==> src/rtl/ucsbece154b_dual_issue_ctrl_if.sv <==
// Fetch/issue bundle for the dual-issue queue controller.
// The slave modport is the controller's view; the master modport drives fetch and sinks issue.
interface ucsbece154b_dual_issue_ctrl_if #(
  parameter int DEPTH = 4
);
  localparam int CW = $clog2(DEPTH) + 1;

  logic [1:0]    fetch_valid_i;
  logic [31:0]   fetch_instr1_i;
  logic [31:0]   fetch_instr2_i;
  logic [31:0]   fetch_pc1_i;
  logic [31:0]   fetch_pc2_i;
  logic          fetch_ready_o;
  logic          flush_i;
  logic          stall_i;
  logic [1:0]    issue_valid_o;
  logic [31:0]   issue_instr1_o;
  logic [31:0]   issue_instr2_o;
  logic [31:0]   issue_pc1_o;
  logic [31:0]   issue_pc2_o;
  logic [CW-1:0] count_o;
  logic          split_o;
  logic [31:0]   dual_cnt_o;
  logic [31:0]   split_cnt_o;

  modport slave (
    input  fetch_valid_i, fetch_instr1_i, fetch_instr2_i, fetch_pc1_i, fetch_pc2_i,
    input  flush_i, stall_i,
    output fetch_ready_o, issue_valid_o, issue_instr1_o, issue_instr2_o,
    output issue_pc1_o, issue_pc2_o, count_o, split_o, dual_cnt_o, split_cnt_o
  );

  modport master (
    output fetch_valid_i, fetch_instr1_i, fetch_instr2_i, fetch_pc1_i, fetch_pc2_i,
    output flush_i, stall_i,
    input  fetch_ready_o, issue_valid_o, issue_instr1_o, issue_instr2_o,
    input  issue_pc1_o, issue_pc2_o, count_o, split_o, dual_cnt_o, split_cnt_o
  );
endinterface

==> src/rtl/ucsbece154b_dual_issue_ctrl.sv <==
// Dual-issue instruction queue: circular FIFO with head-pair hazard check.
// Define ISSUE_STATS_EN to build the dual/split issue statistics counters.
module ucsbece154b_dual_issue_ctrl #(
  parameter int DEPTH = 4
) (
  input logic clk,
  input logic reset,
  ucsbece154b_dual_issue_ctrl_if.slave bus
);
  localparam int PW = $clog2(DEPTH);
  localparam int CW = PW + 1;

  localparam logic [6:0] OP_LOAD   = 7'b0000011;
  localparam logic [6:0] OP_STORE  = 7'b0100011;
  localparam logic [6:0] OP_BRANCH = 7'b1100011;
  localparam logic [6:0] OP_JAL    = 7'b1101111;
  localparam logic [6:0] OP_JALR   = 7'b1100111;
  localparam logic [6:0] OP_LUI    = 7'b0110111;
  localparam logic [6:0] OP_AUIPC  = 7'b0010111;
  localparam logic [6:0] OP_REG    = 7'b0110011;

  function automatic logic f_writes_rd(input logic [6:0] op);
    return (op != OP_BRANCH) && (op != OP_STORE);
  endfunction

  function automatic logic f_reads_rs1(input logic [6:0] op);
    return (op != OP_LUI) && (op != OP_AUIPC) && (op != OP_JAL);
  endfunction

  function automatic logic f_reads_rs2(input logic [6:0] op);
    return (op == OP_REG) || (op == OP_STORE) || (op == OP_BRANCH);
  endfunction

  function automatic logic f_is_mem(input logic [6:0] op);
    return (op == OP_LOAD) || (op == OP_STORE);
  endfunction

  function automatic logic f_is_ctrl(input logic [6:0] op);
    return (op == OP_BRANCH) || (op == OP_JAL) || (op == OP_JALR);
  endfunction

  logic [31:0]   r_instr_q [DEPTH];
  logic [31:0]   r_pc_q    [DEPTH];
  logic [PW-1:0] r_head;
  logic [PW-1:0] r_tail;
  logic [CW-1:0] r_count;

  logic [PW-1:0] w_head_p1;
  logic [PW-1:0] w_tail_p1;
  logic [31:0]   w_i1;
  logic [31:0]   w_i2;
  logic          w_raw;
  logic          w_waw;
  logic          w_pairable;
  logic          w_ready;
  logic          w_push;
  logic [CW-1:0] w_push_n;
  logic [CW-1:0] w_pop_n;
  logic [1:0]    w_issue_valid;
  logic          w_split;

  assign w_head_p1 = r_head + PW'(1);
  assign w_tail_p1 = r_tail + PW'(1);
  assign w_i1      = r_instr_q[r_head];
  assign w_i2      = r_instr_q[w_head_p1];

  // Second slot only checks against the head; x0 never creates a dependency.
  assign w_raw = f_writes_rd(w_i1[6:0]) && (w_i1[11:7] != 5'd0) &&
                 ((f_reads_rs1(w_i2[6:0]) && (w_i2[19:15] == w_i1[11:7])) ||
                  (f_reads_rs2(w_i2[6:0]) && (w_i2[24:20] == w_i1[11:7])));
  assign w_waw = f_writes_rd(w_i1[6:0]) && f_writes_rd(w_i2[6:0]) &&
                 (w_i1[11:7] != 5'd0) && (w_i1[11:7] == w_i2[11:7]);
  assign w_pairable = !w_raw && !w_waw &&
                      !(f_is_mem(w_i1[6:0]) && f_is_mem(w_i2[6:0])) &&
                      !(f_is_ctrl(w_i1[6:0]) && f_is_ctrl(w_i2[6:0]));

  assign w_ready          = (r_count <= CW'(DEPTH - 2));
  assign w_issue_valid[0] = (r_count >= CW'(1)) && !bus.flush_i;
  assign w_issue_valid[1] = w_issue_valid[0] && (r_count >= CW'(2)) && w_pairable;
  assign w_split          = w_issue_valid[0] && !w_issue_valid[1] &&
                            (r_count >= CW'(2)) && !bus.stall_i;

  assign w_push   = w_ready && bus.fetch_valid_i[0] && !bus.flush_i;
  assign w_push_n = !w_push ? CW'(0) : (bus.fetch_valid_i[1] ? CW'(2) : CW'(1));
  assign w_pop_n  = bus.stall_i ? CW'(0) :
                    (CW'(w_issue_valid[0]) + CW'(w_issue_valid[1]));

  always_ff @(posedge clk) begin
    if (reset) begin
      r_head  <= '0;
      r_tail  <= '0;
      r_count <= '0;
    end else if (bus.flush_i) begin
      r_head  <= r_tail;
      r_count <= '0;
    end else begin
      r_head  <= r_head + PW'(w_pop_n);
      r_tail  <= r_tail + PW'(w_push_n);
      r_count <= r_count + w_push_n - w_pop_n;
    end
  end

  always_ff @(posedge clk) begin
    if (!reset && w_push) begin
      r_instr_q[r_tail] <= bus.fetch_instr1_i;
      r_pc_q[r_tail]    <= bus.fetch_pc1_i;
      if (bus.fetch_valid_i[1]) begin
        r_instr_q[w_tail_p1] <= bus.fetch_instr2_i;
        r_pc_q[w_tail_p1]    <= bus.fetch_pc2_i;
      end
    end
  end

  assign bus.fetch_ready_o  = w_ready;
  assign bus.issue_valid_o  = w_issue_valid;
  assign bus.issue_instr1_o = w_i1;
  assign bus.issue_instr2_o = w_i2;
  assign bus.issue_pc1_o    = r_pc_q[r_head];
  assign bus.issue_pc2_o    = r_pc_q[w_head_p1];
  assign bus.count_o        = r_count;
  assign bus.split_o        = w_split;

`ifdef ISSUE_STATS_EN
  logic [31:0] r_dual_cnt;
  logic [31:0] r_split_cnt;

  always_ff @(posedge clk) begin
    if (reset) begin
      r_dual_cnt  <= '0;
      r_split_cnt <= '0;
    end else begin
      if ((w_issue_valid == 2'b11) && !bus.stall_i) r_dual_cnt <= r_dual_cnt + 32'd1;
      if (w_split) r_split_cnt <= r_split_cnt + 32'd1;
    end
  end

  assign bus.dual_cnt_o  = r_dual_cnt;
  assign bus.split_cnt_o = r_split_cnt;
`else
  assign bus.dual_cnt_o  = '0;
  assign bus.split_cnt_o = '0;
`endif
endmodule

==> src/flat_wrapper.sv <==
// flat-port wrapper written by rule: the top's interface ports become plain ports
module ucsbece154b_dual_issue_ctrl_flat 
#(
  parameter int DEPTH = 4
)
  (clk, reset, bus_fetch_valid_i, bus_fetch_instr1_i, bus_fetch_instr2_i, bus_fetch_pc1_i, bus_fetch_pc2_i, bus_flush_i, bus_stall_i, bus_fetch_ready_o, bus_issue_valid_o, bus_issue_instr1_o, bus_issue_instr2_o, bus_issue_pc1_o, bus_issue_pc2_o, bus_count_o, bus_split_o, bus_dual_cnt_o, bus_split_cnt_o);
  ucsbece154b_dual_issue_ctrl_if #(.DEPTH(DEPTH)) bus_i ();
  input logic clk;
  input logic reset;
  input wire logic [$bits(bus_i.fetch_valid_i)-1:0] bus_fetch_valid_i;
  input wire logic [$bits(bus_i.fetch_instr1_i)-1:0] bus_fetch_instr1_i;
  input wire logic [$bits(bus_i.fetch_instr2_i)-1:0] bus_fetch_instr2_i;
  input wire logic [$bits(bus_i.fetch_pc1_i)-1:0] bus_fetch_pc1_i;
  input wire logic [$bits(bus_i.fetch_pc2_i)-1:0] bus_fetch_pc2_i;
  input wire logic [$bits(bus_i.flush_i)-1:0] bus_flush_i;
  input wire logic [$bits(bus_i.stall_i)-1:0] bus_stall_i;
  output wire logic [$bits(bus_i.fetch_ready_o)-1:0] bus_fetch_ready_o;
  output wire logic [$bits(bus_i.issue_valid_o)-1:0] bus_issue_valid_o;
  output wire logic [$bits(bus_i.issue_instr1_o)-1:0] bus_issue_instr1_o;
  output wire logic [$bits(bus_i.issue_instr2_o)-1:0] bus_issue_instr2_o;
  output wire logic [$bits(bus_i.issue_pc1_o)-1:0] bus_issue_pc1_o;
  output wire logic [$bits(bus_i.issue_pc2_o)-1:0] bus_issue_pc2_o;
  output wire logic [$bits(bus_i.count_o)-1:0] bus_count_o;
  output wire logic [$bits(bus_i.split_o)-1:0] bus_split_o;
  output wire logic [$bits(bus_i.dual_cnt_o)-1:0] bus_dual_cnt_o;
  output wire logic [$bits(bus_i.split_cnt_o)-1:0] bus_split_cnt_o;
  assign bus_i.fetch_valid_i = bus_fetch_valid_i;
  assign bus_i.fetch_instr1_i = bus_fetch_instr1_i;
  assign bus_i.fetch_instr2_i = bus_fetch_instr2_i;
  assign bus_i.fetch_pc1_i = bus_fetch_pc1_i;
  assign bus_i.fetch_pc2_i = bus_fetch_pc2_i;
  assign bus_i.flush_i = bus_flush_i;
  assign bus_i.stall_i = bus_stall_i;
  assign bus_fetch_ready_o = bus_i.fetch_ready_o;
  assign bus_issue_valid_o = bus_i.issue_valid_o;
  assign bus_issue_instr1_o = bus_i.issue_instr1_o;
  assign bus_issue_instr2_o = bus_i.issue_instr2_o;
  assign bus_issue_pc1_o = bus_i.issue_pc1_o;
  assign bus_issue_pc2_o = bus_i.issue_pc2_o;
  assign bus_count_o = bus_i.count_o;
  assign bus_split_o = bus_i.split_o;
  assign bus_dual_cnt_o = bus_i.dual_cnt_o;
  assign bus_split_cnt_o = bus_i.split_cnt_o;
  ucsbece154b_dual_issue_ctrl #(.DEPTH(DEPTH)) u_core (.clk(clk), .reset(reset), .bus(bus_i));
endmodule
==> config.mk <==
export PLATFORM = sky130hd
export DESIGN_NAME = ucsbece154b_dual_issue_ctrl_flat
export DESIGN_NICKNAME = d
export VERILOG_FILES = /design/src/rtl/ucsbece154b_dual_issue_ctrl_if.sv /design/src/rtl/ucsbece154b_dual_issue_ctrl.sv /design/src/flat_wrapper.sv
export SDC_FILE = /design/constraint.sdc
export NUM_CORES = 1
export LEC_CHECK = 0
export CORE_MARGIN = 2
export CORE_UTILIZATION = 38
export CTS_CLUSTER_DIAMETER = 60
export DETAILED_ROUTE_END_ITERATION = 6
export MAX_ROUTING_LAYER = met4
export PLACE_DENSITY = 0.65
export SKIP_CTS_REPAIR_TIMING = 1
export SYNTH_ARGS = -nofsm -noshare
export SYNTH_HDL_FRONTEND = slang
export SYNTH_SLANG_ARGS = --single-unit
==> constraint.sdc <==
create_clock -name clk -period 5.2 [get_ports clk]
set_clock_uncertainty 0.05 [all_clocks]
set_input_delay 1.3 -clock clk [delete_from_list [all_inputs] [get_ports clk]]
set_output_delay 1.3 -clock clk [all_outputs]
set_load 0.005 [all_outputs]
==> results of run 1 <==
-- sequential cells by signal, summed over array words and instances (netlist names) --
| register | cells |
|---|---|
| u_core.bus.count_o | 3 |
| u_core.r_head | 2 |
| u_core.r_instr_q | 128 |
| u_core.r_pc_q | 128 |
| u_core.r_tail | 2 |
-- Yosys cell counts (3+ instances only) --
cell / number / share of area [%]
nor4_1: 5 / 0.20
clkbuf_1: 6 / 0.15
nand3_1: 4 / 0.13
nand2_1: 9 / 0.22
nand2b_1: 4 / 0.16
nor3_1: 6 / 0.20
buf_4: 70 / 3.4
inv_1: 6 / 0.15
mux4_1: 5 / 0.86
dfxtp_1: 7 / 0.92
buf_2: 32 / 1.0
xnor2_1: 14 / 0.80
nor3b_1: 3 / 0.15
nor2_1: 16 / 0.39
a21oi_1: 7 / 0.23
buf_1: 13 / 0.32
mux2_2: 256 / 19
xor2_1: 18 / 1.0
mux4_2: 123 / 18
ha_1: 6 / 0.49
edfxtp_1: 256 / 50
-- critical path, stage by stage (launching register included) --
cell             delay, ps
dfxtp_4                530
buf_12                 270
mux4_2                 440
xnor2_1                240
o311ai_1               130
nor4_1                 390
o31ai_2                180
nand3_1                110
ha_1                   130
nor3b_1                160
clkdlybuf4s50_1        530
-- cells by family (layout without fill, tap and decap cells) --
kind of cell	count (synthesis)	in the layout	synth area share (%)
AOI/OAI and AO/OA	19	19	0.8351
xor gates and xnor gates	32	32	1.834
adders and majority gates	8	8	0.7531
buffers and inverters	130	366	5.378
DFF	263	263	51.21
muxes	385	385	37.91
other	1	73	0.02453
and+or+nand+nor	59	59	2.055
-- layout make-up --
type / count / area [um^2] / share of cell area (%)
sequential: 263 / 7835 / 39.98
multi-input combinational: 567 / 6930 / 35.37
timing repair buffer: 297 / 3007 / 15.34
clock buffer: 43 / 948.4 / 4.840
tap: 525 / 656.9 / 3.352
clock inverter: 20 / 172.7 / 0.8812
inverter: 6 / 22.52 / 0.1149
antenna: 9 / 22.52 / 0.1149
-- path summary, 6_finish.rpt --
path	start	end
worst min-delay path	u_core.bus.count_o[2]$_SDFF_PP0_	u_core.bus.count_o[2]$_SDFF_PP0_
worst max register to register	u_core.r_head[1]$_SDFF_PP0_	u_core.bus.count_o[2]$_SDFF_PP0_
worst max-delay path	u_core.r_head[1]$_SDFF_PP0_	bus_split_o
worst min register to register	u_core.bus.count_o[2]$_SDFF_PP0_	u_core.bus.count_o[2]$_SDFF_PP0_
-- power breakdown --
part | internal [mW] | leakage [nW] | switching [mW]
sequential | 2.38 | 2.38 | 0.0277
clock | 1.41 | 0.545 | 0.939
combinational | 0.458 | 3.53 | 0.314
-- stage by stage --
| stage | instances | cell area [um^2] | util, % | worst slack [ps] |
|---|---|---|---|---|
| 6_report | 1730 | 19600 | 49.32 | 187.3 |
| 5_1_grt | 1730 | 19600 | 49.32 | -21.69 |
| 4_1_cts | 1714 | 19480 | 49.02 | -148.0 |
| 3_5_place_dp | 1651 | 18360 | 46.20 | 458.4 |
| 3_3_place_gp | 1651 | 18360 | 46.20 | 450.5 |
| 2_1_floorplan | 960 | 15520 | - | 163.0 |
-- metal layers --
| layer | wire [um] | vias to the layer above |
|---|---|---|
| met5 | 0 | - |
| met4 | 1075 | 0 |
| met3 | 3855 | 61 |
| met2 | 19840 | 385 |
| met1 | 15920 | 4777 |
| li1 | - | 4102 |
==> impl_metrics.env, run 1 <==
export IMPL_fin_crit_ps=5013
export IMPL_required_ps=3850
export IMPL_end_kind="output port"
export IMPL_dr_pass1_iters=6
export IMPL_cts_path_max_buffers=3
export IMPL_cts_root_buf="clkbuf_16"
export IMPL_cts_buffers=36
export IMPL_grt_busiest_layer="met2"
export IMPL_grtUsageMet1_pct=23.21
export IMPL_crit_fanout=34
export IMPL_die_area_um2=41840
export IMPL_track_usage_pct=19.77
export IMPL_post_route_period_util_pct=96.40
export IMPL_slew_viol_final=0
export IMPL_ys_types=47
export IMPL_reg2regPathDepth=17
export IMPL_ant_nets=0
export IMPL_syn_area_um2=15280
export IMPL_vias=9325
export IMPL_coreArea_um2=39730
export IMPL_h_tree_depth=2
export IMPL_detail_route_vias_per_cell=5.390
export IMPL_hold_class="register to register"
export IMPL_p_per_area_nw_per_um2=282.2
export IMPL_final_common_cell="clkdlybuf4s50_1"
export IMPL_antenna_found_initial=9
export IMPL_insertion_delay_ps=530
export IMPL_final_hold_violation_count=0
export IMPL_routed_wl_um=40700
export IMPL_seq_area_frac_synth_pct=51.21
export IMPL_nets=1313
export IMPL_num_io_pins=333
export IMPL_synth_async_reset_ratio_pct=0
export IMPL_final_cell_mix="clkdlybuf4s50_1 (268), mux2_2 (256), edfxtp_1 (256), mux4_2 (123), conb_1 (64)"
export IMPL_arrival_ps=3660
export IMPL_finalPower_mw=5.529
export IMPL_fp_dieH_um=204.6
export IMPL_avgSynthCellArea_um2=17.04
export IMPL_numPortBuffers=268
export IMPL_die_x_um=204.6
export IMPL_start_util_pct=38.47
export IMPL_use_met2_pct=31.61
export IMPL_max_freq_ghz=0.1995
export IMPL_power_leakage_nw=6.455
export IMPL_grt_pass1_wl_um=59340
export IMPL_drt_iter0_markers=464
export IMPL_ys_seq_elements=263
export IMPL_drc=0
export IMPL_outcome="finished clean"
export IMPL_dp_hpwl_um=26070
export IMPL_yosysWarnings=0
export IMPL_grt_max_degree=45
export IMPL_grt_pass1_vias=9686
export IMPL_maxCapViolations=0
export IMPL_fin_tns_setup_ps=0
export IMPL_synth_edf_count=256
export IMPL_rrSetupSlack_ps=1060
export IMPL_wl_per_cell_um=23.52
export IMPL_hold_ws_ps=522.8
export IMPL_peakVddDrop_mv=0.2240
export IMPL_synth_cells=897
export IMPL_drive_above_1_share_pct=39.38
export IMPL_start_kind="register"
export IMPL_path_clk_slew_ps=60
export IMPL_path_class="register to output port"
export IMPL_cts_sinks=263
export IMPL_grtUsageMet3_pct=6.729
export IMPL_rows=73
export IMPL_synth_top_flop_cell="edfxtp_1"
export IMPL_fill_cells=3385
export IMPL_grt_ovfl_total=0
export IMPL_routabilityCongestion=0.8259
export IMPL_slew_headroom_pct=47.82
export IMPL_setup_viol=0
export IMPL_cts_tree="built"
export IMPL_hold_path_depth=2
export IMPL_area_growth_syn_to_layout_pct=28.20
export IMPL_tightestPinTransition_ps=782.7
Power figures use the tool's default switching activity.
==> run 2: changes to the inputs <==
- SKIP_CTS_REPAIR_TIMING: 1 -> default
==> impl_metrics.env, run 2 (same netlist as run 1, synthesis figures left out) <==
export IMPL_outcome="finished clean"
export IMPL_rows=73
export IMPL_peakVddDrop_mv=0.2236
export IMPL_insertion_delay_ps=530
export IMPL_multi_input_area_um2=6930
export IMPL_register_area_um2=7835
export IMPL_start_kind="register"
export IMPL_slew_headroom_pct=47.28
export IMPL_die_area_um2=41840
export IMPL_p_seq_share_pct=43.5
export IMPL_fin_crit_ps=5028
export IMPL_slew_viol_final=0
export IMPL_post_route_period_util_pct=96.68
export IMPL_rsz0062_at_grt="false"
export IMPL_path_class="register to output port"
export IMPL_fp_dieH_um=204.6
export IMPL_crit_fanout=34
export IMPL_path_clk_slew_ps=60
export IMPL_start_util_pct=38.47
export IMPL_hold_class="register to register"
export IMPL_cts_sinks=263
export IMPL_dp_hpwl_um=26070
export IMPL_cts_root_buf="clkbuf_16"
export IMPL_grt_pass1_wl_um=59730
export IMPL_drc=0
export IMPL_finalInstanceArea_um2=19610
export IMPL_vias=9314
export IMPL_critPathMaxStageDelay_ps=540
export IMPL_nets=1314
export IMPL_cts_path_max_buffers=3
export IMPL_internal_power_mw=4.249
export IMPL_drive_above_1_share_pct=39.43
export IMPL_setup_viol=0
export IMPL_dp_cells=1651
export IMPL_comb_power_share_pct=14.0
export IMPL_drt_iter0_markers=506
export IMPL_area_growth_syn_to_layout_pct=28.27
export IMPL_numPortBuffers=268
export IMPL_dr_pass1_iters=5
export IMPL_clock_power_share_pct=42.5
export IMPL_cts_buffers=36
export IMPL_antenna_found_initial=9
export IMPL_cts_hold_fix_buffers=0
export IMPL_routed_wl_um=40760
export IMPL_end_kind="output port"
export IMPL_h_tree_depth=2
export IMPL_cts_tree="built"
export IMPL_finalPower_mw=5.532
export IMPL_wl_per_cell_um=23.55
export IMPL_p_per_area_nw_per_um2=282.2
export IMPL_maxCapViolations=0
export IMPL_fill_cells=3382
export IMPL_num_io_pins=333
export IMPL_crit_slowest_cell="dfxtp_4"
export IMPL_track_usage_pct=19.92
export IMPL_power_leakage_nw=6.461
export IMPL_arrival_ps=3680
export IMPL_coreArea_um2=39730
export IMPL_tightestPinTransition_ps=790.7
export IMPL_ant_nets=0
export IMPL_die_x_um=204.6
export IMPL_grt_pass1_vias=9729
export IMPL_max_freq_ghz=0.1989
export IMPL_required_ps=3850
export IMPL_hold_ws_ps=522.7
export IMPL_grt_ovfl_total=0
export IMPL_fin_tns_setup_ps=0
export IMPL_power_switching_mw=1.283
export IMPL_routabilityCongestion=0.8259
export IMPL_final_common_cell="clkdlybuf4s50_1"
export IMPL_final_hold_violation_count=0
export IMPL_p_sw_share_pct=23.20
export IMPL_postPlaceCellArea_um2=18360
export IMPL_detail_route_vias_per_cell=5.381
export IMPL_final_cell_mix="clkdlybuf4s50_1 (268), mux2_2 (256), edfxtp_1 (256), mux4_2 (123), conb_1 (64)"
export IMPL_grt_max_degree=45
export IMPL_stdcell_count=1731
export IMPL_path_cells="buf_12, mux4_2, xnor2_1, o311ai_1, nor4_1, o31ai_2, nand3_1, ha_1, nor3b_1, clkdlybuf4s50_1"
[run 2: final timing paths]
check                                         from                          endpoint  slack, ps  cells after the start
setup / recovery       u_core.r_head[1]$_SDFF_PP0_                       bus_split_o        170                     10
hold / removal    u_core.bus.count_o[2]$_SDFF_PP0_  u_core.bus.count_o[2]$_SDFF_PP0_        520                      2
setup reg to reg       u_core.r_head[1]$_SDFF_PP0_  u_core.bus.count_o[2]$_SDFF_PP0_       1040                     17
hold reg to reg   u_core.bus.count_o[2]$_SDFF_PP0_  u_core.bus.count_o[2]$_SDFF_PP0_        520                      2
[run 2: cell type report]
class | instances | area share, %
sequential | 263 | 39.96
multi-input combinational | 567 | 35.35
timing repair buffer | 298 | 15.39
clock buffer | 43 | 4.837
tap | 525 | 3.350
clock inverter | 20 | 0.8807
inverter | 6 | 0.1149
antenna | 9 | 0.1149
[run 2: what timing repair did]
action                     4_1_cts  5_1_grt
pin swaps                        0        0
resized for setup                1        3
setup buffers                    2        6
setup endpoints to repair        2        1
[run 2: power by group through the flow]
stage               logic, mW  clock network [mW]  registers (mW)
global placement        0.755                   0            2.45
global route            0.836                2.48            2.41
finish                  0.774                2.35            2.41
CTS                     0.773                2.40            2.41
detailed placement      0.759                   0            2.46
floorplan               0.414                   0            2.44
[run 2: layer usage]
| layer | up-vias | part of all wire, % | GRT usage, % |
|---|---|---|---|
| met4 | 0 | 2.6 | 7.065 |
| met1 | 4800 | 39 | 23.37 |
| met2 | 346 | 49 | 31.95 |
| met5 | - | 0 | - |
| li1 | 4107 | - | - |
| met3 | 61 | 9.1 | 6.729 |
[run 2: critical path, delay by kind of cell (launching register included)]
kind	cells	cell delay (ps)
AOI/OAI and AO/OA	2	310
adders and majority gates	1	130
muxes	1	440
xor gates and xnor gates	1	240
DFF	1	540
buffers and inverters	2	800
and+or+nand+nor	3	660
[run 2: through the flow]
stage,utilization [%],worst slack (ps)
finish,49.35,172.4
global route,49.35,6.890
CTS,49.10,46.91
detailed placement,46.20,458.4
global placement,46.20,450.5
floorplan,-,163.0
==> run 3: changes to the inputs <==
- PLACE_DENSITY: 0.65 -> default
- clock period: 5.2 -> 4.7 ns (I/O delays scaled with it)
==> impl_metrics.env, run 3 (same netlist as run 1, synthesis figures left out) <==
export IMPL_rsz0062_at_grt="true"
export IMPL_final_cell_mix="clkdlybuf4s50_1 (266), mux2_2 (256), edfxtp_1 (256), mux4_2 (125), conb_1 (64)"
export IMPL_path_clk_slew_ps=40
export IMPL_nets=1334
export IMPL_slew_viol_final=0
export IMPL_die_area_um2=41840
export IMPL_num_io_pins=333
export IMPL_drc=0
export IMPL_peakVddDrop_mv=0.2794
export IMPL_crit_fanout=6
export IMPL_grt_pass1_vias=10040
export IMPL_cts_sinks=263
export IMPL_fin_util_pct=49.99
export IMPL_coreArea_um2=39730
export IMPL_area_growth_syn_to_layout_pct=29.95
export IMPL_setup_viol=0
export IMPL_cts_hold_fix_buffers=0
export IMPL_insertion_delay_ps=540
export IMPL_tightestPinTransition_ps=723.9
export IMPL_fin_crit_ps=4572
export IMPL_dp_hpwl_um=26510
export IMPL_drt_iter0_markers=479
export IMPL_postPlaceCellArea_um2=18450
export IMPL_start_util_pct=38.47
export IMPL_fp_dieH_um=204.6
export IMPL_die_x_um=204.6
export IMPL_wl_per_cell_um=23.61
export IMPL_required_ps=3470
export IMPL_cts_buffers=38
export IMPL_grt_pass1_wl_um=61490
export IMPL_critPathMaxStageDelay_ps=570
export IMPL_cts_tree="built"
export IMPL_routed_wl_um=41330
export IMPL_grt_ovfl_total=0
export IMPL_rows=73
export IMPL_cts_root_buf="clkbuf_16"
export IMPL_routabilityCongestion=0.8175
export IMPL_cts_path_max_buffers=3
export IMPL_ant_nets=0
export IMPL_antenna_found_initial=5
export IMPL_arrival_ps=3350
export IMPL_post_route_period_util_pct=97.27
export IMPL_finalInstanceArea_um2=19860
export IMPL_maxCapViolations=0
export IMPL_power_leakage_nw=6.631
export IMPL_h_tree_depth=2
export IMPL_numPortBuffers=268
export IMPL_grt_max_degree=37
export IMPL_hold_class="register to register"
export IMPL_final_hold_violation_count=0
export IMPL_slew_headroom_pct=51.74
export IMPL_start_kind="register"
export IMPL_detail_route_vias_per_cell=5.359
export IMPL_track_usage_pct=20.34
export IMPL_path_class="register to output port"
export IMPL_drive_above_1_share_pct=40.62
export IMPL_path_cells="mux4_2, nand2b_1, a2bb2oi_1, o311a_1, o31ai_4, buf_4, nand3_1, ha_1, nor3b_1, dlygate4sd2_1"
export IMPL_end_kind="output port"
export IMPL_vias=9383
export IMPL_final_common_cell="clkdlybuf4s50_1"
export IMPL_dr_pass1_iters=4
export IMPL_crit_slowest_cell="mux4_2"
export IMPL_max_freq_ghz=0.2187
export IMPL_outcome="finished clean"
export IMPL_p_per_area_nw_per_um2=316.9
-- run 3: changes by cell type in the layout (fill, tap and decap cells not counted), moves of 3 or more --
cell,previous run,this run
clkbuf_16,37,41
clkbuf_1,6,9
buf_4,20,37
buf_12,6,9
inv_6,5,2
diode_2,9,5
-- run 3: path summary, 6_finish.rpt --
path	from	end	slack [ps]	cells past startpoint
max	u_core.r_head[0]$_SDFF_PP0_	bus_split_o	130	10
max reg2reg	u_core.r_head[0]$_SDFF_PP0_	u_core.bus.count_o[2]$_SDFF_PP0_	600	17
min	u_core.bus.count_o[2]$_SDFF_PP0_	u_core.bus.count_o[2]$_SDFF_PP0_	540	2
min reg2reg	u_core.bus.count_o[2]$_SDFF_PP0_	u_core.bus.count_o[2]$_SDFF_PP0_	540	2
-- run 3: per-stage QoR --
| step | total power [mW] | TNS (ps) | cells | hold slack [ps] | worst slack [ps] |
|---|---|---|---|---|---|
| 2_1_floorplan | 3.158 | -27140 | 960 | 507.6 | -212.0 |
| 3_3_place_gp | 3.563 | 0 | 1660 | 521.9 | 187.9 |
| 3_5_place_dp | 3.565 | 0 | 1660 | 532.3 | 157.6 |
| 4_1_cts | 6.366 | 0 | 1741 | 538.3 | 13.12 |
| 5_1_grt | 6.526 | -9.934 | 1751 | 593.3 | -9.934 |
| 6_report | 6.295 | 0 | 1751 | 537.8 | 128.4 |
-- run 3: routing by layer --
metal,global-route usage [%],vias to the layer above,wire length (um)
met5,-,-,0
met4,6.910,0,971
met3,5.870,70,3475
met2,32.42,367,20130
met1,24.82,4812,16760
li1,-,4134,-
-- run 3: critical path: cells and delay by family, from the launching register on --
| kind | cells | cell delay, ps |
|---|---|---|
| multiplexers | 1 | 570 |
| buffers and inverters | 2 | 440 |
| AND/OR/NAND/NOR | 3 | 420 |
| adder cells (fa/ha/maj) | 1 | 180 |
| flip-flops | 1 | 420 |
| AO/OA/AOI/OAI | 3 | 800 |
-- run 3: cell type report --
type	count	area [um^2]
Clock inverter	19	152.6
Tap cell	525	656.9
Timing Repair Buffer	316	3168
Inverter	6	22.52
Sequential cell	263	7835
Clock buffer	50	1060
Multi-Input combinational cell	567	6955
Antenna cell	5	12.51
Fill cell	3385	19870
-- run 3: timing repair --
action	in CTS	in global routing
setup endpoints to repair	2	2
hold endpoints to repair	0	0
pin swaps	2	2
gates resized for setup	7	7
setup buffers	12	5
-- run 3: power by group --
| group | total [mW] | internal, mW | switching [mW] |
|---|---|---|---|
| Clock | 2.76 | 1.70 | 1.06 |
| Combinational | 0.876 | 0.518 | 0.358 |
| Sequential | 2.66 | 2.63 | 0.0296 |
